### src/rtl/rv32_wb_pkg.sv
// Shared RV32 register-file writeback types and helpers.
package rv32_wb_pkg;

    localparam int unsigned XLEN   = 32;
    localparam int unsigned REG_AW = 5;

    typedef logic [REG_AW-1:0] reg_idx_t;
    typedef logic [XLEN-1:0]   xlen_t;

    localparam reg_idx_t REG_ZERO = 5'd0;

    // x0 is hard-wired, so it never matches for hazard or forwarding purposes.
    function automatic logic idx_match(reg_idx_t a, reg_idx_t b);
        return (a != REG_ZERO) && (a == b);
    endfunction

endpackage

### src/rtl/rf_writeback_ctrl_if.sv
// Pipeline-side bus of the register-file writeback controller.
// Fields fwd1_en/fwd1_val/fwd2_en/fwd2_val exist only when RF_WB_FWD_EN is defined.
interface rf_writeback_ctrl_if
    import rv32_wb_pkg::*;
#(
    parameter int unsigned DEPTH = 4
) ();

    logic                     alu_valid;
    reg_idx_t                 alu_rd_in;
    xlen_t                    alu_result;

    logic                     ld_issue_valid;
    reg_idx_t                 ld_issue_rd;
    logic                     ld_issue_ready;
    logic                     ld_resp_valid;
    xlen_t                    ld_resp_data;
    logic                     ld_resp_ready;

    reg_idx_t                 chk_rs1;
    reg_idx_t                 chk_rs2;
    reg_idx_t                 chk_rd;
    logic                     hazard;

    logic                     wb_en;
    reg_idx_t                 wb_reg;
    xlen_t                    wb_val;
    logic                     alu_reg_w_en;
    reg_idx_t                 alu_rd;
    xlen_t                    alu_out;
    logic [$clog2(DEPTH):0]   outstanding;
`ifdef RF_WB_FWD_EN
    logic                     fwd1_en;
    xlen_t                    fwd1_val;
    logic                     fwd2_en;
    xlen_t                    fwd2_val;
`endif

    modport master (
        output alu_valid, alu_rd_in, alu_result,
        output ld_issue_valid, ld_issue_rd, ld_resp_valid, ld_resp_data,
        output chk_rs1, chk_rs2, chk_rd,
        input  ld_issue_ready, ld_resp_ready, hazard,
        input  wb_en, wb_reg, wb_val, alu_reg_w_en, alu_rd, alu_out, outstanding
`ifdef RF_WB_FWD_EN
        , input fwd1_en, fwd1_val, fwd2_en, fwd2_val
`endif
    );

    modport slave (
        input  alu_valid, alu_rd_in, alu_result,
        input  ld_issue_valid, ld_issue_rd, ld_resp_valid, ld_resp_data,
        input  chk_rs1, chk_rs2, chk_rd,
        output ld_issue_ready, ld_resp_ready, hazard,
        output wb_en, wb_reg, wb_val, alu_reg_w_en, alu_rd, alu_out, outstanding
`ifdef RF_WB_FWD_EN
        , output fwd1_en, fwd1_val, fwd2_en, fwd2_val
`endif
    );

endinterface

### src/rtl/wb_tag_fifo.sv
// In-order FIFO of pending load destination registers; exposes its live entries
// (valid mask + raw slots) so the hazard search never sees stale slots.
module wb_tag_fifo
    import rv32_wb_pkg::*;
#(
    parameter int unsigned  DEPTH = 4,
    localparam int unsigned PTR_W = $clog2(DEPTH)
) (
    input  logic                    clk,
    input  logic                    rst,
    input  logic                    push_i,
    input  reg_idx_t                push_rd_i,
    input  logic                    pop_i,
    output reg_idx_t                head_rd_o,
    output logic                    full_o,
    output logic                    empty_o,
    output logic [PTR_W:0]          count_o,
    output logic [DEPTH-1:0]        valid_o,
    output reg_idx_t [DEPTH-1:0]    entries_o
);

    reg_idx_t [DEPTH-1:0] mem_q, mem_d;
    logic [PTR_W-1:0]     wptr_q, wptr_d;
    logic [PTR_W-1:0]     rptr_q, rptr_d;
    logic [PTR_W:0]       count_q, count_d;
    logic                 push, pop;
    logic [PTR_W-1:0]     off;

    assign full_o    = (count_q == (PTR_W+1)'(DEPTH));
    assign empty_o   = (count_q == '0);
    assign count_o   = count_q;
    assign head_rd_o = mem_q[rptr_q];
    assign entries_o = mem_q;

    always_comb begin
        push    = push_i && !full_o;
        pop     = pop_i && !empty_o;
        mem_d   = mem_q;
        wptr_d  = wptr_q;
        rptr_d  = rptr_q;
        count_d = count_q;
        if (push) begin
            mem_d[wptr_q] = push_rd_i;
            wptr_d        = wptr_q + PTR_W'(1);
        end
        if (pop) begin
            rptr_d = rptr_q + PTR_W'(1);
        end
        case ({push, pop})
            2'b10:   count_d = count_q + (PTR_W+1)'(1);
            2'b01:   count_d = count_q - (PTR_W+1)'(1);
            default: count_d = count_q;
        endcase
    end

    // Slot i is live when its distance from the head is below the count.
    always_comb begin
        valid_o = '0;
        off     = '0;
        for (int i = 0; i < int'(DEPTH); i++) begin
            off        = PTR_W'(i) - rptr_q;
            valid_o[i] = ({1'b0, off} < count_q);
        end
    end

    always_ff @(posedge clk) begin
        if (rst) begin
            mem_q   <= '0;
            wptr_q  <= '0;
            rptr_q  <= '0;
            count_q <= '0;
        end else begin
            mem_q   <= mem_d;
            wptr_q  <= wptr_d;
            rptr_q  <= rptr_d;
            count_q <= count_d;
        end
    end

endmodule

### src/rtl/rf_writeback_ctrl.sv
// Writer-side controller for the RV32 register file: registered load and ALU write
// ports, in-order load tag tracking and operand hazard detection.
// Optional forwarding outputs are built when RF_WB_FWD_EN is defined.
module rf_writeback_ctrl
    import rv32_wb_pkg::*;
#(
    parameter int unsigned  DEPTH = 4,
    localparam int unsigned PTR_W = $clog2(DEPTH)
) (
    input  logic               clk,
    input  logic               rst,
    rf_writeback_ctrl_if.slave bus
);

    reg_idx_t             head_rd;
    logic                 full, empty;
    logic [PTR_W:0]       count;
    logic [DEPTH-1:0]     valid;
    reg_idx_t [DEPTH-1:0] entries;
    logic                 resp_fire;

    logic     wb_en_q, wb_en_d;
    reg_idx_t wb_reg_q, wb_reg_d;
    xlen_t    wb_val_q, wb_val_d;
    logic     alu_reg_w_en_q, alu_reg_w_en_d;
    reg_idx_t alu_rd_q, alu_rd_d;
    xlen_t    alu_out_q, alu_out_d;

    logic fifo_hit_rs1, fifo_hit_rs2, fifo_hit_rd;
    logic stage_hit_rs1, stage_hit_rs2, stage_hit_rd;

    wb_tag_fifo #(
        .DEPTH (DEPTH)
    ) u_tag_fifo (
        .clk       (clk),
        .rst       (rst),
        .push_i    (bus.ld_issue_valid),
        .push_rd_i (bus.ld_issue_rd),
        .pop_i     (bus.ld_resp_valid),
        .head_rd_o (head_rd),
        .full_o    (full),
        .empty_o   (empty),
        .count_o   (count),
        .valid_o   (valid),
        .entries_o (entries)
    );

    assign resp_fire = bus.ld_resp_valid && !empty;

    always_comb begin
        wb_en_d        = resp_fire && (head_rd != REG_ZERO);
        wb_reg_d       = resp_fire ? head_rd : wb_reg_q;
        wb_val_d       = resp_fire ? bus.ld_resp_data : wb_val_q;
        alu_reg_w_en_d = bus.alu_valid && (bus.alu_rd_in != REG_ZERO);
        alu_rd_d       = bus.alu_rd_in;
        alu_out_d      = bus.alu_result;
    end

    always_ff @(posedge clk) begin
        if (rst) begin
            wb_en_q        <= 1'b0;
            wb_reg_q       <= '0;
            wb_val_q       <= '0;
            alu_reg_w_en_q <= 1'b0;
            alu_rd_q       <= '0;
            alu_out_q      <= '0;
        end else begin
            wb_en_q        <= wb_en_d;
            wb_reg_q       <= wb_reg_d;
            wb_val_q       <= wb_val_d;
            alu_reg_w_en_q <= alu_reg_w_en_d;
            alu_rd_q       <= alu_rd_d;
            alu_out_q      <= alu_out_d;
        end
    end

    always_comb begin
        fifo_hit_rs1 = 1'b0;
        fifo_hit_rs2 = 1'b0;
        fifo_hit_rd  = 1'b0;
        for (int i = 0; i < int'(DEPTH); i++) begin
            fifo_hit_rs1 |= valid[i] && idx_match(bus.chk_rs1, entries[i]);
            fifo_hit_rs2 |= valid[i] && idx_match(bus.chk_rs2, entries[i]);
            fifo_hit_rd  |= valid[i] && idx_match(bus.chk_rd, entries[i]);
        end
        stage_hit_rs1 = (wb_en_q && idx_match(bus.chk_rs1, wb_reg_q)) ||
                        (alu_reg_w_en_q && idx_match(bus.chk_rs1, alu_rd_q));
        stage_hit_rs2 = (wb_en_q && idx_match(bus.chk_rs2, wb_reg_q)) ||
                        (alu_reg_w_en_q && idx_match(bus.chk_rs2, alu_rd_q));
        stage_hit_rd  = (wb_en_q && idx_match(bus.chk_rd, wb_reg_q)) ||
                        (alu_reg_w_en_q && idx_match(bus.chk_rd, alu_rd_q));
    end

`ifdef RF_WB_FWD_EN
    // Sources read from the output stage are forwarded, so only the rd WAW check stalls on it.
    assign bus.hazard   = fifo_hit_rs1 | fifo_hit_rs2 | fifo_hit_rd | stage_hit_rd;
    assign bus.fwd1_en  = stage_hit_rs1;
    assign bus.fwd2_en  = stage_hit_rs2;
    // The ALU op is younger, so its value wins when both ports match.
    assign bus.fwd1_val = (alu_reg_w_en_q && idx_match(bus.chk_rs1, alu_rd_q)) ? alu_out_q
                                                                                : wb_val_q;
    assign bus.fwd2_val = (alu_reg_w_en_q && idx_match(bus.chk_rs2, alu_rd_q)) ? alu_out_q
                                                                                : wb_val_q;
`else
    assign bus.hazard   = fifo_hit_rs1 | fifo_hit_rs2 | fifo_hit_rd |
                          stage_hit_rs1 | stage_hit_rs2 | stage_hit_rd;
`endif

    assign bus.ld_issue_ready = !full;
    assign bus.ld_resp_ready  = !empty;
    assign bus.outstanding    = count;
    assign bus.wb_en          = wb_en_q;
    assign bus.wb_reg         = wb_reg_q;
    assign bus.wb_val         = wb_val_q;
    assign bus.alu_reg_w_en   = alu_reg_w_en_q;
    assign bus.alu_rd         = alu_rd_q;
    assign bus.alu_out        = alu_out_q;

endmodule

### src/flat_wrapper.sv
// flat-port wrapper written by rule: the top's interface ports become plain ports
module rf_writeback_ctrl_flat import rv32_wb_pkg::*;
#(
    parameter int unsigned  DEPTH = 4,
    localparam int unsigned PTR_W = $clog2(DEPTH)
)
  (clk, rst, bus_alu_valid, bus_alu_rd_in, bus_alu_result, bus_ld_issue_valid, bus_ld_issue_rd, bus_ld_resp_valid, bus_ld_resp_data, bus_chk_rs1, bus_chk_rs2, bus_chk_rd, bus_ld_issue_ready, bus_ld_resp_ready, bus_hazard, bus_wb_en, bus_wb_reg, bus_wb_val, bus_alu_reg_w_en, bus_alu_rd, bus_alu_out, bus_outstanding);
  rf_writeback_ctrl_if #(.DEPTH(DEPTH)) bus_i ();
  input  logic clk;
  input  logic rst;
  input wire logic [$bits(bus_i.alu_valid)-1:0] bus_alu_valid;
  input wire logic [$bits(bus_i.alu_rd_in)-1:0] bus_alu_rd_in;
  input wire logic [$bits(bus_i.alu_result)-1:0] bus_alu_result;
  input wire logic [$bits(bus_i.ld_issue_valid)-1:0] bus_ld_issue_valid;
  input wire logic [$bits(bus_i.ld_issue_rd)-1:0] bus_ld_issue_rd;
  input wire logic [$bits(bus_i.ld_resp_valid)-1:0] bus_ld_resp_valid;
  input wire logic [$bits(bus_i.ld_resp_data)-1:0] bus_ld_resp_data;
  input wire logic [$bits(bus_i.chk_rs1)-1:0] bus_chk_rs1;
  input wire logic [$bits(bus_i.chk_rs2)-1:0] bus_chk_rs2;
  input wire logic [$bits(bus_i.chk_rd)-1:0] bus_chk_rd;
  output wire logic [$bits(bus_i.ld_issue_ready)-1:0] bus_ld_issue_ready;
  output wire logic [$bits(bus_i.ld_resp_ready)-1:0] bus_ld_resp_ready;
  output wire logic [$bits(bus_i.hazard)-1:0] bus_hazard;
  output wire logic [$bits(bus_i.wb_en)-1:0] bus_wb_en;
  output wire logic [$bits(bus_i.wb_reg)-1:0] bus_wb_reg;
  output wire logic [$bits(bus_i.wb_val)-1:0] bus_wb_val;
  output wire logic [$bits(bus_i.alu_reg_w_en)-1:0] bus_alu_reg_w_en;
  output wire logic [$bits(bus_i.alu_rd)-1:0] bus_alu_rd;
  output wire logic [$bits(bus_i.alu_out)-1:0] bus_alu_out;
  output wire logic [$bits(bus_i.outstanding)-1:0] bus_outstanding;
  assign bus_i.alu_valid = bus_alu_valid;
  assign bus_i.alu_rd_in = bus_alu_rd_in;
  assign bus_i.alu_result = bus_alu_result;
  assign bus_i.ld_issue_valid = bus_ld_issue_valid;
  assign bus_i.ld_issue_rd = bus_ld_issue_rd;
  assign bus_i.ld_resp_valid = bus_ld_resp_valid;
  assign bus_i.ld_resp_data = bus_ld_resp_data;
  assign bus_i.chk_rs1 = bus_chk_rs1;
  assign bus_i.chk_rs2 = bus_chk_rs2;
  assign bus_i.chk_rd = bus_chk_rd;
  assign bus_ld_issue_ready = bus_i.ld_issue_ready;
  assign bus_ld_resp_ready = bus_i.ld_resp_ready;
  assign bus_hazard = bus_i.hazard;
  assign bus_wb_en = bus_i.wb_en;
  assign bus_wb_reg = bus_i.wb_reg;
  assign bus_wb_val = bus_i.wb_val;
  assign bus_alu_reg_w_en = bus_i.alu_reg_w_en;
  assign bus_alu_rd = bus_i.alu_rd;
  assign bus_alu_out = bus_i.alu_out;
  assign bus_outstanding = bus_i.outstanding;
  rf_writeback_ctrl #(.DEPTH(DEPTH)) u_core (.clk(clk), .rst(rst), .bus(bus_i));
endmodule
### config.mk
export PLATFORM = sky130hd
export DESIGN_NAME = rf_writeback_ctrl_flat
export DESIGN_NICKNAME = d
export VERILOG_FILES = /design/src/rtl/rv32_wb_pkg.sv /design/src/rtl/rf_writeback_ctrl_if.sv /design/src/rtl/wb_tag_fifo.sv /design/src/rtl/rf_writeback_ctrl.sv /design/src/flat_wrapper.sv
export SDC_FILE = /design/constraint.sdc
export NUM_CORES = 1
export LEC_CHECK = 0
export ABC_AREA = 1
export ABC_CLOCK_PERIOD_IN_PS = 2800
export CAP_MARGIN = 20
export CORE_ASPECT_RATIO = 0.8
export CORE_MARGIN = 1.5
export CORE_UTILIZATION = 47
export DETAILED_ROUTE_END_ITERATION = 12
export PLACE_DENSITY = 0.9
export SLEW_MARGIN = 0
export SYNTH_ARGS = -nofsm -noshare
export SYNTH_HDL_FRONTEND = slang
export SYNTH_HIERARCHICAL = 1
export SYNTH_SLANG_ARGS = --single-unit
### constraint.sdc
create_clock -name clk -period 2.8 [get_ports clk]
set_input_delay 0.84 -clock clk [delete_from_list [all_inputs] [get_ports clk]]
set_output_delay 0.84 -clock clk [all_outputs]
set_load 0.02 [all_outputs]
# --- Word level (Yosys, flattened, before mapping) ---
# Cells that the tools add are included.
totals:
  latchBits: 0
  romBits: 0
  n_memories: 0
  out_inout_bits: 82
  elab_cells: 122
  register_bits: 103
  mem_bits_rw: 0
  inputBits: 94
op_classes:
  reduce_logical: 53
  eq_ne: 21
  shifts: 0
  add_sub_neg: 8
  bitwise_logic: 14
  n_lt_le_gt_ge: 7
  n_mul: 0
  mux: 6
  div_mod_pow: 0
op_table:
  columns: ["operator", "count"]
  rows:
  - ["5-bit equality test", 18]
  - ["1-bit logical AND", 41]
  - ["5-bit nonzero test", 5]
  - ["20-bit bitwise mux", 1]
  - ["1-bit OR", 14]
  - ["2-bit by 3-bit less-than comparator with 1-bit output", 4]
  - ["5-bit binary-select mux with 2-bit select", 1]
  - ["5-bit demux with 2-bit select", 1]
  - ["5-bit two-way mux", 2]
  - ["2-bit by 3-bit less-than comparator with 1-bit output (second input constant)", 2]
  - ["3-bit case mux with 2 select lines", 1]
  - ["2-bit by 1-bit adder with 2-bit output (second input constant)", 2]
  - ["1-bit by 2-bit subtractor with 2-bit output (first input constant)", 2]
  - ["2-bit subtractor (first input constant)", 2]
  - ["3-bit by 1-bit adder with 3-bit output (second input constant)", 1]
  - ["3-bit equality test (second input constant)", 1]
  - ["3-bit logical NOT", 1]
  - ["1-bit logical OR", 3]
  - ["3-bit by 1-bit subtractor with 3-bit output (second input constant)", 1]
  - ["2-bit by 1-bit equality test with 1-bit output (second input constant)", 1]
  - ["2-bit equality test (second input constant)", 1]
  - ["2-bit by 1-bit greater-or-equal comparator with 1-bit output (second input constant)", 1]
  - ["1-bit logical NOT", 2]
  - ["2-bit nonzero test", 1]

# --- Depth between registers and ports, before layout ---
# Gate-level depths: netlist of run 1.
depth:
  ltp_word: 11
  depth_mapped: 15

# --- Modules after synthesis ---
# Netlist of run 1, hierarchy kept.
by_module_without_submodules:
  columns: ["mod", "cells_each", "n_inst", "area_each_um2"]
  rows:
  - ["rf_writeback_ctrl", 665, 1, 3957.5]
  - ["wb_tag_fifo", 255, 1, 1630.3]

# --- Worst setup path before layout of run 1 ---
# Ideal clock, no wire load.
synth_timing:
  path_kind: "register to output"
  from: "register u_core.u_tag_fifo.rptr_q[1]"
  to: "output bus_hazard"
  t_arrival_ns: 1.811
  path_stages_with_launch: 15
  path_slack_ns: 0.149
  cell_sequence: "dfxtp_1 -> nand2_1 -> nand2_1 -> inv_1 -> ha_1 -> a21oi_1 -> or2_2 -> nand2_1 -> nor2_1 -> nand3_1 -> nand2_1 -> nor2_1 -> nand2_1 -> nand2_1 -> nand3_2"
synth_between:
  elab_chain_cells: 11
  elab_cells_between_ends: 34
  cone_classes: "add/sub: 4; order compare: 4; bitwise: 14; reduce/logical: 12"
synth_rtl:
  columns: ["element", "line_no", "rtl"]
  rows:
  - ["start: declaration", "wb_tag_fifo.sv:24", "logic [PTR_W-1:0] rptr_q, rptr_d;"]
  - ["start signal: assignment", "wb_tag_fifo.sv:75", "rptr_q <= rptr_d;"]
  - ["1-bit by 2-bit subtractor with 2-bit output *", "wb_tag_fifo.sv:61", "off = PTR_W'(i) - rptr_q;"]
  - ["2-bit by 3-bit less-than comparator with 1-bit output *", "wb_tag_fifo.sv:62", "valid_o[i] = ({1'b0, off} < count_q);"]
  - ["via u_core.valid[0]", "rf_writeback_ctrl.sv:18", "logic [DEPTH-1:0] valid;"]
  - ["1-bit logical AND, on equally long branches", "rf_writeback_ctrl.sv:82, rf_writeback_ctrl.sv:83", null]
  - ["1-bit OR, on equally long branches (3 in series)", "rf_writeback_ctrl.sv:82, rf_writeback_ctrl.sv:83", null]
  - ["1-bit OR", "rf_writeback_ctrl.sv:105", "assign bus.hazard = fifo_hit_rs1 | fifo_hit_rs2 | fifo_hit_rd |"]
  - ["1-bit OR * (2 in series)", "rf_writeback_ctrl.sv:105", null]
  - ["1-bit OR * (2 in series)", "rf_writeback_ctrl.sv:106", "stage_hit_rs1 | stage_hit_rs2 | stage_hit_rd;"]
  - ["end: declaration", "flat_wrapper.sv:23", "output wire logic [$bits(bus_i.hazard)-1:0] bus_hazard;"]
# The timed path passes the listed nets; every way through them passes the cells marked *.

# --- Worst setup path in the final report of run 1 ---
# Same ends and word-level chain as after synthesis.

==> results of run 1 <==
## worst reg2reg max path, delay by kind of cell, from the launching register on
kind	cells	cell delay [ps]
adder cells (fa/ha/maj)	2	590
buffers and inverters	4	520
AND/OR/NAND/NOR	8	680
flip-flops	1	350
## final timing paths
check / from / to / cells after the start / slack (ps)
setup reg to reg: u_core/u_tag_fifo/count_o[0]$_SDFFE_PP0P_ / u_core/u_tag_fifo/count_o[2]$_SDFFE_PP0P_ / 14 / 560
setup / recovery: u_core/u_tag_fifo/rptr_q[1]$_SDFFE_PP0P_ / bus_hazard / 16 / -250
hold reg to reg: u_core/bus.wb_val[1]$_SDFFE_PP0P_ / u_core/bus.wb_val[1]$_SDFFE_PP0P_ / 2 / 490
hold / removal: u_core/bus.wb_val[1]$_SDFFE_PP0P_ / u_core/bus.wb_val[1]$_SDFFE_PP0P_ / 2 / 490
## cell usage in the layout, fill, tap and decap left out, drive strengths merged, types with 2 or more instances in the layout
master and count:
a21oi 15, buf 75, clkbuf 10, clkdlybuf4s50 158, clkinv 2, dfxtp 103
dlygate4sd2 15, ha 9, inv 153, nand2 270, nand3 29, nand4 21
nor2 202, nor3 6, o2111ai 5, o211ai 3, o21ai 62, o311ai 2
or2 3, xnor2 2, xor2 2
## routing by layer
layer  global-route usage  wire length (um)  part of all wire  up-vias
met3               0.1008              2252              0.11       36
met1               0.3836              8109              0.41     2899
met4              0.08392               410             0.021        0
met5                    0                 0                 0        -
met2               0.5351              9097              0.46      367
li1                     -                 -                 -     3237
## where the power goes
group	switching [mW]	internal, mW
Clock	0.597	0.626
Combinational	1.70	1.33
Sequential	0.192	1.74
## stage by stage
stage	hold WS (ps)	cell area, um2	std cells
finish	486.4	8287	1299
global route	511.7	8287	1299
CTS	487.7	8237	1297
detailed placement	473.5	7855	1278
global placement	459.9	7855	1278
floorplan	466.6	5588	920
## cell families (layout without fill, tap and decap cells)
logic type                 after synthesis  after routing  share of synthesized area
AOI/OAI and AO/OA                       88             88                    0.08531
adders and majority gates               10             10                    0.02374
xor gates and xnor gates                 4              4                   0.006271
buffers and inverters                  183            414                     0.1348
DFF                                    103            103                     0.3690
and+or+nand+nor                        532            532                     0.3809
## area by class of cell
type                       instances  area [um2]
multi-input combinational        634        2863
clock buffer                      10       229.0
inverter                         150       570.5
fill                             965        3274
sequential                       103        2064
timing repair buffer             248        2313
tap                              148       185.2
clock inverter                     6       61.31
## repair_timing
item                                    4_1_cts  5_1_grt
gates resized for setup                      48       10
gates cloned                                  1        0
endpoints found under the setup margin        1        1
setup buffers                                 2        2
pin swaps                                    20       18
==> reports/metrics.yaml, run 1 <==
status: "finished, violations left"
violations: "setup timing"
grt_max_degree: 43
cp-end-kind: "output pin"
power_per_cell_area_nw_per_um2: 746.4
antennaDiodeCount: 0
worstSkewPairLatency_ps: 350
required_ps: 1960
maxSlewHeadroom: 0.3255
critPathArrivalTime_ps: 2210
ys_warn_count: 6
ys_seq_elements: 103
fin_nets: 1250
drc: 0
drive_gt1_frac: 0.1173
max_slew.worst_pin.slew_ps: 1011
startpoint_type: "flop"
cts_buffers: 9
seq_area_frac_synth: 0.3690
min_path_type: "flop to flop"
drt_iter0_drc: 518
antenna_left: 0
yosysMostFrequentCell: "nand2_1"
die_y_um: 100.5
ir_drop_mv: 0.5007
crit_path_cell_trace: "inv_2 -> nand2_2 -> nand2_4 -> inv_4 -> ha_4 -> a21oi_2 -> or2_4 -> nand2_2 -> nor2_1 -> nand3_1 -> nand2_2 -> nor2_4 -> nand2_1 -> nand2_1 -> nand3_2 -> buf_6"
cts_buffer_depth: 2
tritoncts: "done"
ctsHoldBuffers: 0
antenna_found_initial: 0
skew_ps: 9.829
wirelength_mm: 19.87
vias: 6539
syn-num-nets: 1024
grt_pass1_vias: 6323
synth_cell_types: 31
maxSlewViolCount: 0
drv_cap: 0
grt_usage: 0.3127
drt-vias-per-instance: 5.034
area_growth_pct: 48.30
synth_enable_flop_cells: 0
grt_pass1_wl_mm: 31.26
path_class: "flop to output pin"
ios: 176
dr.pass1.iters: 5
core_um2: 11560
hold_viol: 0
cts.sink_count: 103
root_buffer: "clkbuf_16"
ys.flop_type: "dfxtp_1"
fin_crit_sh: 1.089
die_w_um: 124.9
async_flop_share: 0
cp_top_family: "simple AND/OR/NAND/NOR gates"
cp_num_buf_inv: 3
detail_route.wl_per_cell_um: 15.30
layout_setup_ws_ps: -249.9
critPathMaxFanout: 3
initial_core_util: 0.4833
final_core_util: 0.7168
syn_area_um2: 5588
grt_overflow: 0
netlist.area_leader.share: 0.3690
cts.htree.levels: 3
worst_path_largest_cell_delay_ps: 340
rows: 35
crit_path_frequent_cell: "nand2_2"
gp_congestion: 1.086
final.min_clock_period_ps: 3050
setup_viol: 1
setup-tns-final_ps: -249.9
clkTransAtPathRegs_ps: 80
max_freq_ghz: 0.3279
place_hpwl_mm: 15.52
synthCells: 920
crit_slowest_cell: "dfxtp_2"
preCtsSetupSlack_ps: -863.6
synthTopCellsByArea: "dfxtp_1 37%, nand2_1 18%, nor2_1 13%"
fin_total_pwr_mw: 6.185
synth_largest_area_cell: "dfxtp_1"
port_buffers: 175
synthTopCellsByCount: "268 x nand2_1, 198 x nor2_1, 137 x inv_1"
avgSynthCellArea_um2: 6.074
rsz0062_at_grt: "true"
p_leak_nw: 4.035
dieArea_um2: 12560
No activity file was read; power rests on OpenSTA's default activity.
==> run 2, diff against run 1 <==
--- a/config.mk
+++ b/config.mk
@@ -13,6 +13,7 @@
 export CORE_UTILIZATION = 47
 export DETAILED_ROUTE_END_ITERATION = 12
 export PLACE_DENSITY = 0.9
+export SKIP_LAST_GASP = 1
 export SLEW_MARGIN = 0
 export SYNTH_ARGS = -nofsm -noshare
 export SYNTH_HDL_FRONTEND = slang
==> results of run 2 <==
No change in the layout: final DEF, timing and power equal those of run 1.
